File: src/rtl/food_spawner.sv
// Multi-item food manager: detects head/food collisions, keeps a saturating score,
// and respawns eaten items at free cells using an LFSR with a linear-scan fallback.
module food_spawner #(
  parameter int          GRID_W    = 32,
  parameter int          GRID_H    = 24,
  parameter int          CELL      = 20,
  parameter int          NUM_FOOD  = 2,
  parameter int          POINTS    = 1,
  parameter int          SCORE_W   = 8,
  parameter logic [15:0] LFSR_SEED = 16'hACE1,
  parameter int          MAX_TRIES = 15
) (
  input  logic                        clk,
  input  logic                        reset,
  input  logic                        endgame,
  input  logic                        step,
  input  logic [9:0]                  headx,
  input  logic [9:0]                  heady,
  output logic                        occ_req,
  output logic [$clog2(GRID_W)-1:0]   occ_cx,
  output logic [$clog2(GRID_H)-1:0]   occ_cy,
  input  logic                        occ_hit,
  output logic [10*NUM_FOOD-1:0]      food_x,
  output logic [10*NUM_FOOD-1:0]      food_y,
  output logic [NUM_FOOD-1:0]         food_valid,
  output logic                        eat,
  output logic [SCORE_W-1:0]          score,
  output logic                        busy,
  output logic                        full,
  output logic [1:0]                  dbg_state
);
  localparam int CXW = $clog2(GRID_W);
  localparam int CYW = $clog2(GRID_H);
  localparam int IW  = (NUM_FOOD > 1) ? $clog2(NUM_FOOD) : 1;
  localparam int TW  = $clog2(MAX_TRIES + 1);
  localparam int SW  = $clog2(GRID_W * GRID_H + 1);
  localparam logic [9:0]       INIT_Y = 10'((GRID_H / 2) * CELL);
  localparam logic [SCORE_W:0] SMAX   = {1'b0, {SCORE_W{1'b1}}};

  typedef enum logic [1:0] {S_IDLE, S_PICK, S_QUERY, S_CHECK} state_t;

  function automatic logic [9:0] init_x(input int i);
    return 10'((4 + 4 * i) * CELL);
  endfunction

  state_t              state_q, state_d;
  logic [15:0]         lfsr_q;
  logic [9:0]          fx_q [NUM_FOOD];
  logic [9:0]          fx_d [NUM_FOOD];
  logic [9:0]          fy_q [NUM_FOOD];
  logic [9:0]          fy_d [NUM_FOOD];
  logic [NUM_FOOD-1:0] fv_q, fv_d, pend_q, pend_d;
  logic [IW-1:0]       sel_q, sel_d;
  logic [TW-1:0]       tries_q, tries_d;
  logic                scan_q, scan_d;
  logic [SW-1:0]       scnt_q, scnt_d;
  logic [CXW-1:0]      cand_cx_q, cand_cx_d, head_cx_q, head_cx_d, next_cx;
  logic [CYW-1:0]      cand_cy_q, cand_cy_d, head_cy_q, head_cy_d, next_cy;
  logic                eat_q, eat_d, full_q, full_d;
  logic [SCORE_W-1:0]  score_q, score_d;
  logic [SCORE_W:0]    score_sum;
  logic                hit_any, food_clash, head_clash;
  logic [IW-1:0]       hit_idx, low_idx;
  logic [9:0]          cand_px, cand_py;

  // Galois LFSR free-runs outside reset; endgame deliberately leaves it alone.
  always_ff @(posedge clk or posedge reset) begin
    if (reset) lfsr_q <= LFSR_SEED;
    else       lfsr_q <= (lfsr_q >> 1) ^ (lfsr_q[0] ? 16'hB400 : 16'h0000);
  end

  assign cand_px    = 10'(32'(cand_cx_q) * CELL);
  assign cand_py    = 10'(32'(cand_cy_q) * CELL);
  assign head_clash = (cand_cx_q == head_cx_q) && (cand_cy_q == head_cy_q);
  assign score_sum  = {1'b0, score_q} + (SCORE_W + 1)'(POINTS);

  always_comb begin
    next_cx = cand_cx_q + 1'b1;
    next_cy = cand_cy_q;
    if (cand_cx_q == CXW'(GRID_W - 1)) begin
      next_cx = '0;
      next_cy = (cand_cy_q == CYW'(GRID_H - 1)) ? '0 : cand_cy_q + 1'b1;
    end
  end

  // Descending loops so the lowest matching index wins.
  always_comb begin
    hit_any    = 1'b0;
    hit_idx    = '0;
    low_idx    = '0;
    food_clash = 1'b0;
    for (int i = NUM_FOOD - 1; i >= 0; i--) begin
      if (fv_q[i] && headx == fx_q[i] && heady == fy_q[i]) begin
        hit_any = 1'b1;
        hit_idx = IW'(i);
      end
      if (pend_q[i]) low_idx = IW'(i);
      if (fv_q[i] && fx_q[i] == cand_px && fy_q[i] == cand_py) food_clash = 1'b1;
    end
  end

  always_comb begin
    state_d   = state_q;
    fx_d      = fx_q;
    fy_d      = fy_q;
    fv_d      = fv_q;
    pend_d    = pend_q;
    sel_d     = sel_q;
    tries_d   = tries_q;
    scan_d    = scan_q;
    scnt_d    = scnt_q;
    cand_cx_d = cand_cx_q;
    cand_cy_d = cand_cy_q;
    head_cx_d = head_cx_q;
    head_cy_d = head_cy_q;
    eat_d     = 1'b0;
    score_d   = score_q;
    full_d    = full_q;

    if (step) begin
      head_cx_d = CXW'(32'(headx) / CELL);
      head_cy_d = CYW'(32'(heady) / CELL);
      if (hit_any) begin
        fv_d[hit_idx]   = 1'b0;
        pend_d[hit_idx] = 1'b1;
        eat_d           = 1'b1;
        score_d         = (score_sum > SMAX) ? SMAX[SCORE_W-1:0] : score_sum[SCORE_W-1:0];
      end
    end

    case (state_q)
      S_IDLE: begin
        if (|pend_q) begin
          sel_d   = low_idx;
          tries_d = '0;
          scan_d  = 1'b0;
          scnt_d  = '0;
          state_d = S_PICK;
        end
      end
      S_PICK: begin
        if (scan_q) begin
          cand_cx_d = next_cx;
          cand_cy_d = next_cy;
        end else begin
          cand_cx_d = CXW'(32'(lfsr_q[7:0]) % GRID_W);
          cand_cy_d = CYW'(32'(lfsr_q[15:8]) % GRID_H);
        end
        state_d = S_QUERY;
      end
      S_QUERY: state_d = S_CHECK;
      S_CHECK: begin
        if (!occ_hit && !head_clash && !food_clash) begin
          fx_d[sel_q]   = cand_px;
          fy_d[sel_q]   = cand_py;
          fv_d[sel_q]   = 1'b1;
          pend_d[sel_q] = 1'b0;
          state_d       = S_IDLE;
        end else if (!scan_q) begin
          tries_d = tries_q + 1'b1;
          if (tries_q == TW'(MAX_TRIES - 1)) scan_d = 1'b1;
          state_d = S_PICK;
        end else if (scnt_q == SW'(GRID_W * GRID_H - 1)) begin
          full_d        = 1'b1;
          pend_d[sel_q] = 1'b0;
          state_d       = S_IDLE;
        end else begin
          scnt_d  = scnt_q + 1'b1;
          state_d = S_PICK;
        end
      end
      default: state_d = S_IDLE;
    endcase

    if (endgame) begin
      state_d = S_IDLE;
      for (int i = 0; i < NUM_FOOD; i++) begin
        fx_d[i] = init_x(i);
        fy_d[i] = INIT_Y;
      end
      fv_d    = '1;
      pend_d  = '0;
      eat_d   = 1'b0;
      score_d = '0;
      full_d  = 1'b0;
    end
  end

  always_ff @(posedge clk or posedge reset) begin
    if (reset) begin
      state_q <= S_IDLE;
      for (int i = 0; i < NUM_FOOD; i++) begin
        fx_q[i] <= init_x(i);
        fy_q[i] <= INIT_Y;
      end
      fv_q      <= '1;
      pend_q    <= '0;
      sel_q     <= '0;
      tries_q   <= '0;
      scan_q    <= 1'b0;
      scnt_q    <= '0;
      cand_cx_q <= '0;
      cand_cy_q <= '0;
      head_cx_q <= '0;
      head_cy_q <= '0;
      eat_q     <= 1'b0;
      score_q   <= '0;
      full_q    <= 1'b0;
    end else begin
      state_q   <= state_d;
      fx_q      <= fx_d;
      fy_q      <= fy_d;
      fv_q      <= fv_d;
      pend_q    <= pend_d;
      sel_q     <= sel_d;
      tries_q   <= tries_d;
      scan_q    <= scan_d;
      scnt_q    <= scnt_d;
      cand_cx_q <= cand_cx_d;
      cand_cy_q <= cand_cy_d;
      head_cx_q <= head_cx_d;
      head_cy_q <= head_cy_d;
      eat_q     <= eat_d;
      score_q   <= score_d;
      full_q    <= full_d;
    end
  end

  always_comb begin
    food_x = '0;
    food_y = '0;
    for (int i = 0; i < NUM_FOOD; i++) begin
      food_x[10*i +: 10] = fx_q[i];
      food_y[10*i +: 10] = fy_q[i];
    end
  end

  assign food_valid = fv_q;
  assign occ_req    = (state_q == S_QUERY);
  assign occ_cx     = cand_cx_q;
  assign occ_cy     = cand_cy_q;
  assign eat        = eat_q;
  assign score      = score_q;
  assign busy       = (state_q != S_IDLE);
  assign full       = full_q;
  assign dbg_state  = state_q;
endmodule
File: config.mk
export PLATFORM = sky130hd
export DESIGN_NAME = food_spawner
export DESIGN_NICKNAME = d
export VERILOG_FILES = /design/src/rtl/food_spawner.sv
export SDC_FILE = /design/constraint.sdc
export NUM_CORES = 1
export LEC_CHECK = 0
export ABC_AREA = 1
export BUFFER_PORTS_ARGS = -buffer_cell sky130_fd_sc_hd__clkbuf_2
export CAP_MARGIN = 30
export CELL_PAD_IN_SITES_DETAIL_PLACEMENT = 1
export CELL_PAD_IN_SITES_GLOBAL_PLACEMENT = 2
export CORE_ASPECT_RATIO = 1.75
export CORE_MARGIN = 2
export CORE_UTILIZATION = 37
export DETAILED_ROUTE_END_ITERATION = 8
export PLACE_DENSITY_LB_ADDON = 0.1
export SKIP_LAST_GASP = 1
export SLEW_MARGIN = 30
export SYNTH_ARGS = -nofsm -noshare
export SYNTH_HDL_FRONTEND = slang
export SYNTH_SLANG_ARGS = --single-unit
export TNS_END_PERCENT = 100
File: constraint.sdc
create_clock -name clk -period 8.29 [get_ports clk]
set_input_delay 1.658 -clock clk [delete_from_list [all_inputs] [get_ports clk]]
set_output_delay 1.658 -clock clk [all_outputs]
set_load 0.005 [all_outputs]
==> results.py <==
metrics = {
    "floorplanning": {
        "die_h_um": 191,
        "rows": 68,
        "die_x_um": 111,
        "die_area_um2": 21100,
        "boundaryPins": 91,
        "initial_utilization": 0.375,
        "core_um2": 19700,
    },
    "worst_hold_path": {
        "hold_path_class": "flop to flop",
        "hold_end": "lfsr_q[5]",
        "hold_depth": 0,
        "hp-start": "lfsr_q[6]",
    },
    "global_route": {
        "antenna_found_initial": 0,
        "grt_max_degree": 66,
        "grt-ovfl-total": 0,
        "grt_pass1_wl_um": 40500,
        "grt_pass1_vias": 7477,
        "track_usage": 0.243,
    },
    "layout": {
        "final_area_um2": 8310,
        "area_growth_pct": 12.7,
        "fillers": 2507,
        "diodes": 0,
        "instances_no_fill": 1314,
        "drive_gt1_frac": 0.189,
        "layout_commonest_cell": "nand2_1",
        "final_cell_mix": "216 x nand2_1, 139 x inv_1, 82 x clkbuf_2, 78 x dfrtp_1, 67 x nor2_1",
        "nNetsFinal": 1119,
    },
    "timing": {
        "hold-worst-slack_ns": 0.357,
        "max_freq_mhz": 202,
        "finalSetupViolCount": 0,
        "worst_pin_slew_ns": 0.839,
        "hold_viol": 0,
        "grt_setup_unrepaired": "no",
        "finalWorstPathRequiredPeriod_ns": 4.96,
        "slew_violations": 0,
        "relSlewSlack": 0.441,
        "fin_skew_ns": 0.0120,
        "tns_ns": 0,
        "post-route-period-util": 0.598,
        "final.setup.worst_slack_ns": 3.33,
    },
    "worst_setup_path": {
        "critPathKind": "input port to flop",
        "required_ns": 8.54,
        "r2r_end": "scnt_q[9]",
        "crit_buf_inv": 4,
        "r2r-start": "occ_cy[3]",
        "crit_start": "headx[7]",
        "path_cells": "clkbuf_2 > nor2_2 > inv_1 > ha_1 > nor3_4 > inv_2 > nand3_1 > inv_2 > nor2_4 > nor2_8 > nand3_4 > nand2_1 > nand2_1 > nor2_4 > a31oi_1 > nand2_1 > nor2_4 > nand3_4 > nand3_1 > nand3_1 > nor2_1 > nand3_1 > nor2_1 > nor2_1",
        "r2r_setup_slack_ns": 3.73,
        "crit_family": "simple AND/OR/NAND/NOR gates",
        "cp-end-kind": "flop",
        "cpMostUsedCell": "nand3_1",
        "cp.arrival_ns": 5.21,
        "slowest_delay_ns": 0.35,
        "rr_worst_depth": 21,
        "cpMaxStageDelayCell": "a31oi_1",
        "worstSetupStartpointType": "input port",
        "crit_fanout": 13,
    },
    "placed_design": {
        "dp_hpwl_um": 20400,
        "dpl.cell_count": 1298,
        "dp_slack_ns": 2.97,
        "io_buffers": 82,
        "place_area_um2": 8040,
        "gp_congestion": 0.921,
    },
    "clocking": {
        "htreeDepth": 3,
        "cts_buffers": 9,
        "tritoncts": "done",
        "clock_path_buffers": 2,
        "clock_sinks": 100,
        "postCtsHoldBufs": 0,
        "root_buffer": "clkbuf_16",
        "cts-resized-gates": 0,
        "post-cts-setup-buffers": 0,
        "clk_pin_slew_ns": 0.08,
        "clk_latency_ns": 0.36,
    },
    "synthesis": {
        "synthArstFlopShare": 1.00,
        "ys_seq_area_frac": 0.343,
        "synth-main-ff-cell": "dfrtp_1",
        "syn_area_um2": 7380,
        "synth_warnings": 0,
        "netlist_instances": 981,
        "synth-edff-count": 0,
        "synth_cell_types": 64,
        "syn_area_per_cell_um2": 7.52,
        "ys_ff_latch": 100,
    },
    "route": {
        "ant_nets": 0,
        "routed_wl_um": 25300,
        "vias": 7061,
        "firstDrtPassIters": 4,
        "drc": 0,
        "wl_per_cell_um": 19.2,
        "drt_iter0_drc": 338,
        "via_per_inst": 5.37,
    },
    "power": {
        "vdd.ir_drop.worst_mv": 0.122,
        "p_leak_nw": 4.27,
        "p_per_area_nw_per_um2": 262,
    },
    "status": {
        "status": "complete, no violations",
    },
    "run": {
        "max_cap_viol_count": 0,
    },
}
## worst max path at each step
stage,endpoint,slack [ns],cells past startpoint
floorplan,head_cy_q[0],3.71,26
global placement,head_cx_q[0],2.99,24
detailed placement,head_cx_q[0],2.97,24
CTS,head_cx_q[0],3.34,24
global route,head_cx_q[0],2.89,26
finish,head_cx_q[0],3.33,24
## kinds of logic after synthesis
logic type,count (synthesis),share of synthesized area
AND/OR/NAND/NOR,448,0.299
AO/OA/AOI/OAI,180,0.157
buffers and inverters,179,0.0973
flip-flops,100,0.343
XOR/XNOR,43,0.0510
adder cells (fa/ha/maj),30,0.0529
other,1,0.000508
## area by class of cell
class,instances,area (µm²),area share
Clock buffer,9,225,0.0271
Multi-Input combinational cell,709,4160,0.501
Timing Repair Buffer,86,440,0.0530
Clock inverter,7,51.3,0.00617
Sequential cell,100,2530,0.304
Inverter,158,597,0.0718
Tap cell,245,307,0.0369
## synth_stat cells, types with 2 or more instances
cell         n  area, µm²
nand3_1     52        260
or4_1        2       15.0
nand3_2      9       90.1
dfstp_2     22        578
nor2_4       5       56.3
o21ai_1      5       25.0
nor2_2       4       25.0
nor2_1      67        251
fa_1         2       40.0
inv_2       16       60.1
nand4_1     30        188
o221ai_1     4       35.0
buf_4        9       67.6
a2bb2oi_1    2       17.5
buf_2        3       15.0
o2111ai_1    5       43.8
xnor2_1      7       61.3
nor4_1       5       31.3
o31ai_1      3       22.5
nand2_1    216        811
nand2_4      4       45.0
ha_1        28        350
nand2_2     12       75.1
o211ai_1     6       45.0
clkbuf_1     8       30.0
o21ai_0     46        230
nor3b_1      3       22.5
nor3_4       2       32.5
nor3_1      18       90.1
nand3_4      5       87.6
a31oi_1      7       43.8
a21oi_1     37        185
a2111oi_0    2       17.5
xor2_1      36        315
nand3b_1     2       15.0
a221oi_1     5       43.8
dfrtp_1     78       1950
a22oi_1     14        105
inv_1      140        526
or2_2        8       50.1
o22ai_1     27        169
a211oi_1     3       22.5
## stage by stage
stage	power, W	util
finish	0.00218	0.423
global route	0.00237	0.423
CTS	0.00220	0.423
detailed placement	0.00178	0.409
global placement	0.00177	0.409
floorplan	0.00140	-
## worst register-to-register path: stages (launching register included)
cell and delay (ns):
dfrtp_1 0.50, ha_1 0.35, ha_1 0.17, inv_1 0.06
fa_1 0.39, or2_2 0.35, a21oi_1 0.37, inv_1 0.16
nand2_1 0.09, o211ai_1 0.10, nor4_1 0.20, nand4_1 0.13
nand2_1 0.09, nor2b_1 0.08, nand2_1 0.08, o21ai_0 0.13
nor3_2 0.42, nand2_1 0.26, nor3_1 0.32, nand3_1 0.11
nand2_1 0.07, a21oi_1 0.05
## power breakdown
part | switching (W) | internal (W) | total, W
combinational | 0.000749 | 0.000379 | 0.00113
sequential | 0.0000971 | 0.000544 | 0.000641
clock | 0.000203 | 0.000206 | 0.000409
## routing by layer
layer | track usage | part of all wire
met5 | 0 | 0
met4 | 0.125 | 0.046
met1 | 0.262 | 0.38
met3 | 0.0261 | 0.024
met2 | 0.464 | 0.55
## registers in the layout, indices dropped and copies added, names as in the netlist
name	cells
dbg_state	2
eat	1
food_valid	2
food_x	16
food_y	16
full	1
head_cx_q	5
head_cy_q	5
lfsr_q	16
occ_cx	5
occ_cy	5
pend_q	2
scan_q	1
scnt_q	10
score	8
sel_q	1
tries_q	4
Power figures use the tool's default switching activity.
